===== config.mk =====
export PLATFORM = sky130hd
export DESIGN_NAME = instruction_fetch
export DESIGN_NICKNAME = d
export VERILOG_FILES = /design/src/rtl/instruction_fetch.sv
export SDC_FILE = /design/constraint.sdc
export NUM_CORES = 1
export LEC_CHECK = 0
export ABC_AREA = 1
export BUFFER_PORTS_ARGS = -buffer_cell sky130_fd_sc_hd__buf_2
export CAP_MARGIN = 20
export CORE_ASPECT_RATIO = 1.5
export CORE_UTILIZATION = 40
export DETAILED_ROUTE_END_ITERATION = 10
export SYNTH_ARGS = -nofsm -noshare
export SYNTH_HDL_FRONTEND = slang
export SYNTH_SLANG_ARGS = --single-unit
export TNS_END_PERCENT = 50

===== constraint.sdc =====
create_clock -name clk -period 1.67 [get_ports clk]
set_input_delay 0.2505 -clock clk [delete_from_list [all_inputs] [get_ports clk]]
set_output_delay 0.2505 -clock clk [all_outputs]
set_load 0.02 [all_outputs]

===== src/rtl/instruction_fetch.sv =====
// rtl/instruction_fetch.sv - KGP-RISC instruction fetch stage with single-outstanding memory requests
//
// Purpose: owns the program counter, issues one word request at a time to
// instruction memory, registers the returned word for decode, and honours
// branch/jump redirects from execute by discarding any wrong-path fetch.
//
// Ports:
//   clk, rst_n          core clock, asynchronous active-low reset
//   halt                blocks starting a new request (in-flight one completes)
//   redirect_valid/pc   one-cycle redirect pulse and target (low 2 bits ignored)
//   imem_req/addr       request strobe and address to instruction memory
//   imem_ready/rdata    memory response strobe and data
//   instruction/pc_out  registered instruction word and its address
//   instr_valid/ready   handshake towards decode
//   busy                high whenever the fetch FSM is not idle
module instruction_fetch #(
  parameter int                 ADDR_W   = 32,
  parameter logic [ADDR_W-1:0]  RESET_PC = '0
) (
  input  logic              clk,
  input  logic              rst_n,
  input  logic              halt,
  input  logic              redirect_valid,
  input  logic [ADDR_W-1:0] redirect_pc,
  output logic              imem_req,
  output logic [ADDR_W-1:0] imem_addr,
  input  logic              imem_ready,
  input  logic [31:0]       imem_rdata,
  output logic [31:0]       instruction,
  output logic [ADDR_W-1:0] pc_out,
  output logic              instr_valid,
  input  logic              instr_ready,
  output logic              busy
);

  localparam logic [1:0] ST_IDLE = 2'd0;
  localparam logic [1:0] ST_REQ  = 2'd1;
  localparam logic [1:0] ST_HOLD = 2'd2;

  logic [1:0]        state;
  logic [ADDR_W-1:0] pc;
  logic [ADDR_W-1:0] addr_q;
  logic              drop;
  logic [ADDR_W-1:0] target;

  assign target    = redirect_pc & ~ADDR_W'(3);
  assign imem_req  = (state == ST_REQ);
  assign imem_addr = addr_q;
  assign busy      = (state != ST_IDLE);

  always_ff @(posedge clk or negedge rst_n) begin
    if (!rst_n) begin
      state       <= ST_IDLE;
      pc          <= RESET_PC;
      addr_q      <= RESET_PC;
      drop        <= 1'b0;
      instruction <= '0;
      pc_out      <= '0;
      instr_valid <= 1'b0;
    end else if (redirect_valid) begin
      // Redirect wins over everything, including a same-cycle transfer to decode.
      pc          <= target;
      instr_valid <= 1'b0;
      if (state == ST_REQ && !imem_ready) begin
        // The request cannot be withdrawn; remember to throw its data away.
        drop <= 1'b1;
      end else begin
        // Either no request is in flight, or its data is returning right now
        // and is simply not captured.
        drop <= 1'b0;
        if (halt) begin
          state <= ST_IDLE;
        end else begin
          state  <= ST_REQ;
          addr_q <= target;
        end
      end
    end else begin
      case (state)
        ST_IDLE: begin
          if (!halt) begin
            state  <= ST_REQ;
            addr_q <= pc;
          end
        end
        ST_REQ: begin
          if (imem_ready) begin
            if (drop) begin
              // Wrong-path data: pc already holds the redirect target.
              drop <= 1'b0;
              if (halt) begin
                state <= ST_IDLE;
              end else begin
                addr_q <= pc;
              end
            end else begin
              instruction <= imem_rdata;
              pc_out      <= addr_q;
              instr_valid <= 1'b1;
              pc          <= pc + ADDR_W'(4);
              state       <= ST_HOLD;
            end
          end
        end
        ST_HOLD: begin
          if (instr_ready) begin
            instr_valid <= 1'b0;
            if (halt) begin
              state <= ST_IDLE;
            end else begin
              state  <= ST_REQ;
              addr_q <= pc;
            end
          end
        end
        default: state <= ST_IDLE;
      endcase
    end
  end

endmodule


==> out/qor.yml, run 1 <==
clock_network:
  htreeDepth: 4
  cts_tree: "yes"
  clockBufferDepth: 2
  cts_sinks: 128
  clkLatencyLatePin_ps: 420
  cts_root_buffer: "clkbuf_16"
  path_clk_slew_ps: 60
  cts_made_buffers: 17
detailed_routing:
  viasPerCell: 4.95
  wl_um: 19400
  drtIter0Drc: 342
  drt_first_pass_iters: 7
  vias: 6080
  wl_per_cell_um: 15.8
  drc: 0
  ant_nets: 0
timing:
  hold_ws_ps: 63.9
  timing.final.ws_setup_ps: -26.0
  rsz0062_at_grt: "yes"
  period_needed_ps: 1700
  clock_skew_ps: 10.3
  max_slew.worst_pin.slew_ps: 484
  fmax_ghz: 0.590
  relSlewSlack_pct: 67.4
  finalSetupViolCount: 29
  finalCritPeriodShare_pct: 102
  finalHoldViolCount: 0
  report.final.slew_viol_count: 0
layout:
  fin_util_pct: 58.4
  finalNetCount: 1087
  multi_input_area_um2: 2750
  drive_gt1_share_pct: 35.6
  seqCellArea_um2: 3210
  nFillCells: 1436
  area_delta_synth_final_pct: 42.3
synthesis:
  synth_area_leaders: "dfrtp_1, nand2_1, nand3_1"
  synth-edff-count: 0
  synthFlopType: "dfrtp_1"
  synth_top_area_cell: "dfrtp_1"
  yosysSeqAreaShare_pct: 51.7
  yosysMostFrequentCell: "nand2_1"
  yosys.cell_types.count: 31
  ys_warn_count: 0
  syn_inst: 781
  synth_top_area_share_pct: 51.7
  async_flop_share_pct: 100
  syn_nets: 852
  syn_area_per_cell_um2: 7.93
  ys_top_cells_by_count: "nand2_1, dfrtp_1, inv_1"
  syn_area_um2: 6190
  synth-seq-cells: 128
placed_design:
  place.port_buffers: 166
  dpl_worst_slack_ps: -417
  dp_hpwl_um: 12400
  gp_congestion: 0.941
floorplan:
  die_y_um: 154
  placementRows: 55
  die-width_um: 104
  num_io_pins: 169
  coreArea_um2: 15100
  dieArea_um2: 16000
  start_util_pct: 41.1
global_routing:
  antenna_found_initial: 1
  grt_pass1_wl_um: 29300
  grt_max_degree: 48
  grt_overflow: 0
  track_usage_pct: 23.4
  grt_pass1_vias: 5700
worst_setup_path:
  critPathTopFamily: "buffers and inverters"
  crit_fanout: 8
  end_kind: "flop"
  crit_arrival_ps: 2000
  start_kind: "flop"
  cp.buffers_inverters: 4
  cp.required_ps: 1970
  cp_slowest_cell: "dfrtp_2"
  crit_type: "reg -> reg"
  slowest_delay_ps: 420
  crit_chain: "inv_2 -> nor2_4 -> nand2_2 -> buf_6 -> a21oi_4 -> buf_4 -> nand2_8 -> buf_12 -> nand2_1 -> o21ai_1"
run:
  maxCapViolCount: 0
status:
  violations: "setup timing"
  outcome: "complete, but fails checks"
min_path:
  worstHoldPathType: "in -> reg"
power_and_ir_drop:
  power_density_nw_per_um2: 1860
  leakagePower_nw: 4.61
  worst_ir_drop_vdd_mv: 0.749
==> layout by cell type (no fill, tap or decap), drive strengths merged <==
cell,count
clkinvlp,2
o211ai,1
nand3,69
bufinv,1
dfrtp,128
clkinv,9
a31oi,7
inv,75
o32ai,1
or2,1
o21a,2
buf,244
a21oi,11
o22ai,3
a22oi,1
clkbuf,25
nand3b,1
o21ai,94
dlygate4sd3,1
ha,1
xor2,1
nand2,287
diode,2
nor3,5
nand4,9
nor2,49
==> kinds of logic (layout without fill, tap and decap cells) <==
logic type / after synthesis / in the layout / synth area share (%)
compound gates: 120 / 120 / 11.1
xor+xnor: 1 / 1 / 0.142
fa+ha+maj: 1 / 1 / 0.202
buf+inv: 114 / 357 / 8.83
flops: 128 / 128 / 51.7
other cells: 0 / 2 / 0
simple gates: 417 / 421 / 28.0
==> flip-flops by register name (all words and copies together), names as in the netlist <==
| register | cells |
|---|---|
| pc | 30 |
| instr_valid | 1 |
| pc_out | 31 |
| instruction | 32 |
| drop | 1 |
| state | 2 |
| imem_addr | 31 |
==> repair_timing <==
item,in CTS,in global routing
gates cloned,3,11
hold buffers,1,0
setup endpoints to repair,61,107
pin swaps,4,8
endpoints found under the hold margin,41,0
setup buffers,7,9
gates resized for setup,8,78
==> per-stage QoR <==
step	instance area [µm²]	cells	TNS, ps	power, mW
finish	8810	1229	-254	16.4
global route	8810	1229	-4790	17.4
CTS	8240	1208	-1.58	15.4
detailed placement	7550	1166	-13250	11.6
global placement	7550	1166	-10720	11.5
floorplan	6190	781	0	9.20
==> path summary, 6_finish.rpt <==
check | depth (start not counted) | endpoint | start | slack (ps)
max reg2reg | 10 | pc_out[31] | state[0] | -30
max in group asynchronous | 3 | pc[5] | rst_n | 730
min reg2reg | 2 | instruction[11] | instruction[11] | 460
min | 3 | instruction[25] | imem_rdata[25] | 60
max | 10 | pc_out[31] | state[0] | -30
min in group asynchronous | 2 | instruction[30] | rst_n | 330
==> worst min-delay path: stages <==
cell and delay, ps:
buf_2 70, nand3_1 60, nand2_1 60
==> metal layers <==
metal,GRT usage (%),part of all wire [%]
met5,0,0
met4,8.49,2.3
met3,4.68,4.7
met2,40.8,51
met1,28.7,42
==> layout make-up <==
cell class                 count  area share (%)
clock buffer                  18            4.99
timing repair buffer         252            20.0
antenna                        2          0.0568
tap                          199            2.83
clock inverter                13            1.32
sequential                   128            36.4
multi-input combinational    543            31.3
inverter                      74            3.15
==> power breakdown <==
part           internal, mW  switching [mW]  total, mW
clock network          2.08            1.43       3.51
logic                  2.91            4.64       7.55
registers              4.40           0.911       5.31
total                  9.39            6.99       16.4
Power figures use the tool's default switching activity.
==> inputs of run 2 (changes only) <==
Settings changed: SKIP_CTS_REPAIR_TIMING set to 1, SLEW_MARGIN set to 20.
==> run 2 against run 1 <==
Against the previous run: the run now ends clean; worst hold slack better by 4.6 ps; cell area down 4.5%; critical endpoint is now pc[28]; sequential share of layout area up 1.7 points; flip-flop and latch count unchanged; global-route usage down 1.1 points; highest routed layer unchanged; wire length down 6.7%; largest cell class unchanged; sequential power down 2%; critical path depth up 1; combinational power down 9.9%; critical path type unchanged; clock skew up 3.1 ps; fmax up 6.6%.
==> out/qor.yml, run 2 (synthesis results as in run 1) <==
status:
  outcome: "complete, no violations"
timing:
  report.final.slew_viol_count: 0
  rsz0062_at_grt: "yes"
  clock_skew_ps: 13.4
  finalCritPeriodShare_pct: 95.3
  timing.final.ws_setup_ps: 79.2
  period_needed_ps: 1590
  relSlewSlack_pct: 66.9
  finalSetupTns_ps: 0
  finalHoldViolCount: 0
  fmax_ghz: 0.629
  finalSetupViolCount: 0
  max_slew.worst_pin.slew_ps: 492
detailed_routing:
  vias: 5893
  wl_per_cell_um: 15.0
  ant_nets: 0
  wl_um: 18100
  viasPerCell: 4.87
  drt_first_pass_iters: 5
  drc: 0
  drtIter0Drc: 315
global_routing:
  grt_max_degree: 62
  track_usage_pct: 22.3
  grt_pass1_vias: 5585
  grt_pass1_wl_um: 28100
  grt_overflow: 0
  antenna_found_initial: 0
clock_network:
  clkLatencyLatePin_ps: 420
  cts_tree: "yes"
  htreeDepth: 4
  cts_made_buffers: 17
  path_clk_slew_ps: 60
  clockBufferDepth: 2
  cts_sinks: 128
  cts_root_buffer: "clkbuf_16"
floorplan:
  die-width_um: 104
  num_io_pins: 169
  coreArea_um2: 15100
  dieArea_um2: 16000
  die_y_um: 154
  placementRows: 55
  start_util_pct: 41.1
layout:
  diodes: 0
  final_common_cell: "nand2_1"
  top_register: "instruction"
  area_delta_synth_final_pct: 35.9
  finalNetCount: 1071
  final_cell_mix: "nand2_1, buf_2, dfrtp_1"
  largest_register_ffs: 32
  drive_gt1_share_pct: 31.3
  nFillCells: 1478
  multi_input_area_um2: 2550
  seqCellArea_um2: 3210
power_and_ir_drop:
  p_seq_share_pct: 33.6
  power_density_nw_per_um2: 1840
  p_int_mw: 8.98
  worst_ir_drop_vdd_mv: 0.829
  pwr-share-clk_pct: 22.5
  power_switching_mw: 6.52
  sw_frac_of_total_pct: 42.1
  leakagePower_nw: 4.44
  combPwrFrac_pct: 43.9
worst_setup_path:
  start_kind: "flop"
  crit_fanout: 4
  end_kind: "flop"
  crit_arrival_ps: 1940
  cp.required_ps: 2020
  crit_type: "reg -> reg"
placed_design:
  dpl_worst_slack_ps: -417
  place.port_buffers: 166
  gp_congestion: 0.941
  dp_hpwl_um: 12400
run:
  maxCapViolCount: 0
min_path:
  worstHoldPathType: "in -> reg"
## run 2: final timing paths
kind | from | endpoint | slack [ps] | cells past startpoint
max | pc[2] | pc[28] | 80 | 11
min | imem_rdata[9] | instruction[9] | 70 | 3
max reg2reg | pc[2] | pc[28] | 80 | 11
min reg2reg | instruction[15] | instruction[15] | 460 | 2
max in group asynchronous | rst_n | pc[5] | 730 | 3
min in group asynchronous | rst_n | instruction[30] | 340 | 2
## run 2: metal layers
metal	share of wire [%]	GRT usage, %
met1	41	27.4
met2	51	38.2
met3	4.7	4.59
met4	2.8	9.45
met5	0	0
## run 2: stage by stage
stage	cell area (µm²)	cells	util (%)	hold WS, ps	total power, mW
after floorplan	6190	781	-	-45.1	9.20
after global placement	7550	1166	50.1	230	11.5
after detailed placement	7550	1166	50.1	229	11.6
after CTS	8110	1197	53.8	-218	15.1
after global routing	8410	1211	55.8	60.1	16.6
final	8410	1211	55.8	68.5	15.5
## run 2: layout make-up
type                    instances  area share (%)
clock buffers                  18            5.22
inverters                      74            3.30
multi-input cells             540            30.3
repair buffers                239            18.7
well taps                     199            2.96
clock inverters                13            1.38
flip-flops and latches        128            38.1
## run 2: worst max-delay path: stages (launching register included)
cell and delay [ps]:
dfrtp_1 410, ha_2 240, nand2_4 80, nor2_4 120, nand2_2 70, nor2_2 130
buf_6 130, buf_4 100, nand4_1 60, nand2_1 80, nand2_1 50, nand2_1 50
## run 2: power groups by stage
stage	clock network, mW	logic (mW)	registers [mW]
CTS	3.57	6.34	5.20
finish	3.49	6.80	5.21
global route	3.70	7.47	5.38
detailed placement	0	6.32	5.24
global placement	0	6.25	5.20
floorplan	0	2.75	6.45
==> inputs of run 3 (changes only) <==
Settings changed: CORE_MARGIN set to 2.
==> run 3 against run 2 <==
Against the previous run: global-route usage decreased by 1.3 points; register-to-register slack worse by 20 ps; die area up 3.3%; critical path type unchanged; worst hold slack got worse by 4.0 ps; sequential share of layout area increased by 0.84 points; setup slack worse by 16 ps; clock-buffer cell count unchanged; largest cell class unchanged.
==> out/qor.yml, run 3 (synthesis results as in run 1) <==
floorplan:
  coreArea_um2: 15100
  start_util_pct: 40.9
  dieArea_um2: 16500
  die-width_um: 106
  die_y_um: 156
  placementRows: 55
  num_io_pins: 169
power_and_ir_drop:
  totalPowerFinal_mw: 15.3
  leakagePower_nw: 4.35
  worst_ir_drop_vdd_mv: 0.795
  power_density_nw_per_um2: 1860
detailed_routing:
  viasPerCell: 4.84
  drtIter0Drc: 376
  vias: 5792
  wl_um: 17300
  wl_per_cell_um: 14.4
  ant_nets: 0
  drc: 0
  drt_first_pass_iters: 4
clock_network:
  clkLatencyLatePin_ps: 410
  cts_tree: "yes"
  cts_root_buffer: "clkbuf_16"
  clockBufferDepth: 2
  htreeDepth: 4
  path_clk_slew_ps: 60
  cts_made_buffers: 17
  cts_sinks: 128
layout:
  fin_area_um2: 8220
  fin_util_pct: 54.3
  layoutNonFillerInstCount: 1197
  largest_register_ffs: 32
  drive_gt1_share_pct: 29.3
  final_common_cell: "nand2_1"
  final_cell_mix: "nand2_1, buf_2, dfrtp_1"
  area_delta_synth_final_pct: 32.9
  top_register: "instruction"
  finalNetCount: 1056
placed_design:
  gp_congestion: 0.884
  place.port_buffers: 166
  dpl_worst_slack_ps: -448
  dpl-instance-area_um2: 7470
  dp_hpwl_um: 12300
  dpl.cell_count: 1157
timing:
  hold_ws_ps: 64.5
  timing.final.ws_setup_ps: 63.3
  report.final.slew_viol_count: 0
  relSlewSlack_pct: 68.4
  max_slew.worst_pin.slew_ps: 469
  finalSetupViolCount: 0
  finalHoldViolCount: 0
  period_needed_ps: 1610
  finalCritPeriodShare_pct: 96.2
  clock_skew_ps: 11.3
  finalSetupTns_ps: 0
  fmax_ghz: 0.622
  rsz0062_at_grt: "yes"
global_routing:
  grt_overflow: 0
  grt_pass1_wl_um: 27300
  antenna_found_initial: 1
  grt_max_degree: 62
  track_usage_pct: 21.0
  grt_pass1_vias: 5510
worst_setup_path:
  cp.required_ps: 1980
  crit_type: "reg -> reg"
  crit_arrival_ps: 1910
  start_kind: "flop"
  crit_fanout: 4
  end_kind: "flop"
  reg2reg_slack_ps: 60
run:
  maxCapViolCount: 0
min_path:
  worstHoldPathType: "in -> reg"
status:
  outcome: "complete, no violations"
run 3: final timing paths:
check	cells after the start	start	endpoint
max in group asynchronous	3	rst_n	imem_addr[30]
min	3	imem_rdata[18]	instruction[18]
max reg2reg	12	pc[2]	pc[28]
max	12	pc[2]	pc[28]
min in group asynchronous	2	rst_n	imem_addr[12]
min reg2reg	2	instruction[18]	instruction[18]
run 3: cell type report:
cell class	count	area (µm²)
antenna	1	2.50
clock inverter	13	164
fill	1498	6920
sequential	128	3200
multi-input combinational	540	2510
inverter	74	278
timing repair buffer	224	1380
tap	199	249
clock buffer	18	439
run 3: critical path, cell delays in order (launching register included):
cell	delay, ps
dfrtp_1	360
ha_2	200
nand2_2	80
buf_4	140
nor2_1	110
nand2_1	90
nor2_1	100
buf_4	140
nand3_1	60
nand2_1	70
nand2_1	50
nand2_1	50
nand2_1	50
run 3: metal layers:
metal | vias to the layer above | track usage [%] | routed length, µm
met3 | 25 | 4.46 | 846
met2 | 151 | 36.4 | 8830
li1 | 2917 | - | -
met4 | 0 | 9.71 | 482
met1 | 2699 | 24.9 | 7120
met5 | - | 0 | 0
run 3: power by group:
group | internal, mW | leakage [nW] | total [mW] | switching (mW)
sequential | 4.40 | 1.58 | 5.20 | 0.805
combinational | 2.18 | 2.47 | 6.29 | 4.10
clock | 2.38 | 0.297 | 3.79 | 1.40
total | 8.97 | 4.35 | 15.3 | 6.31
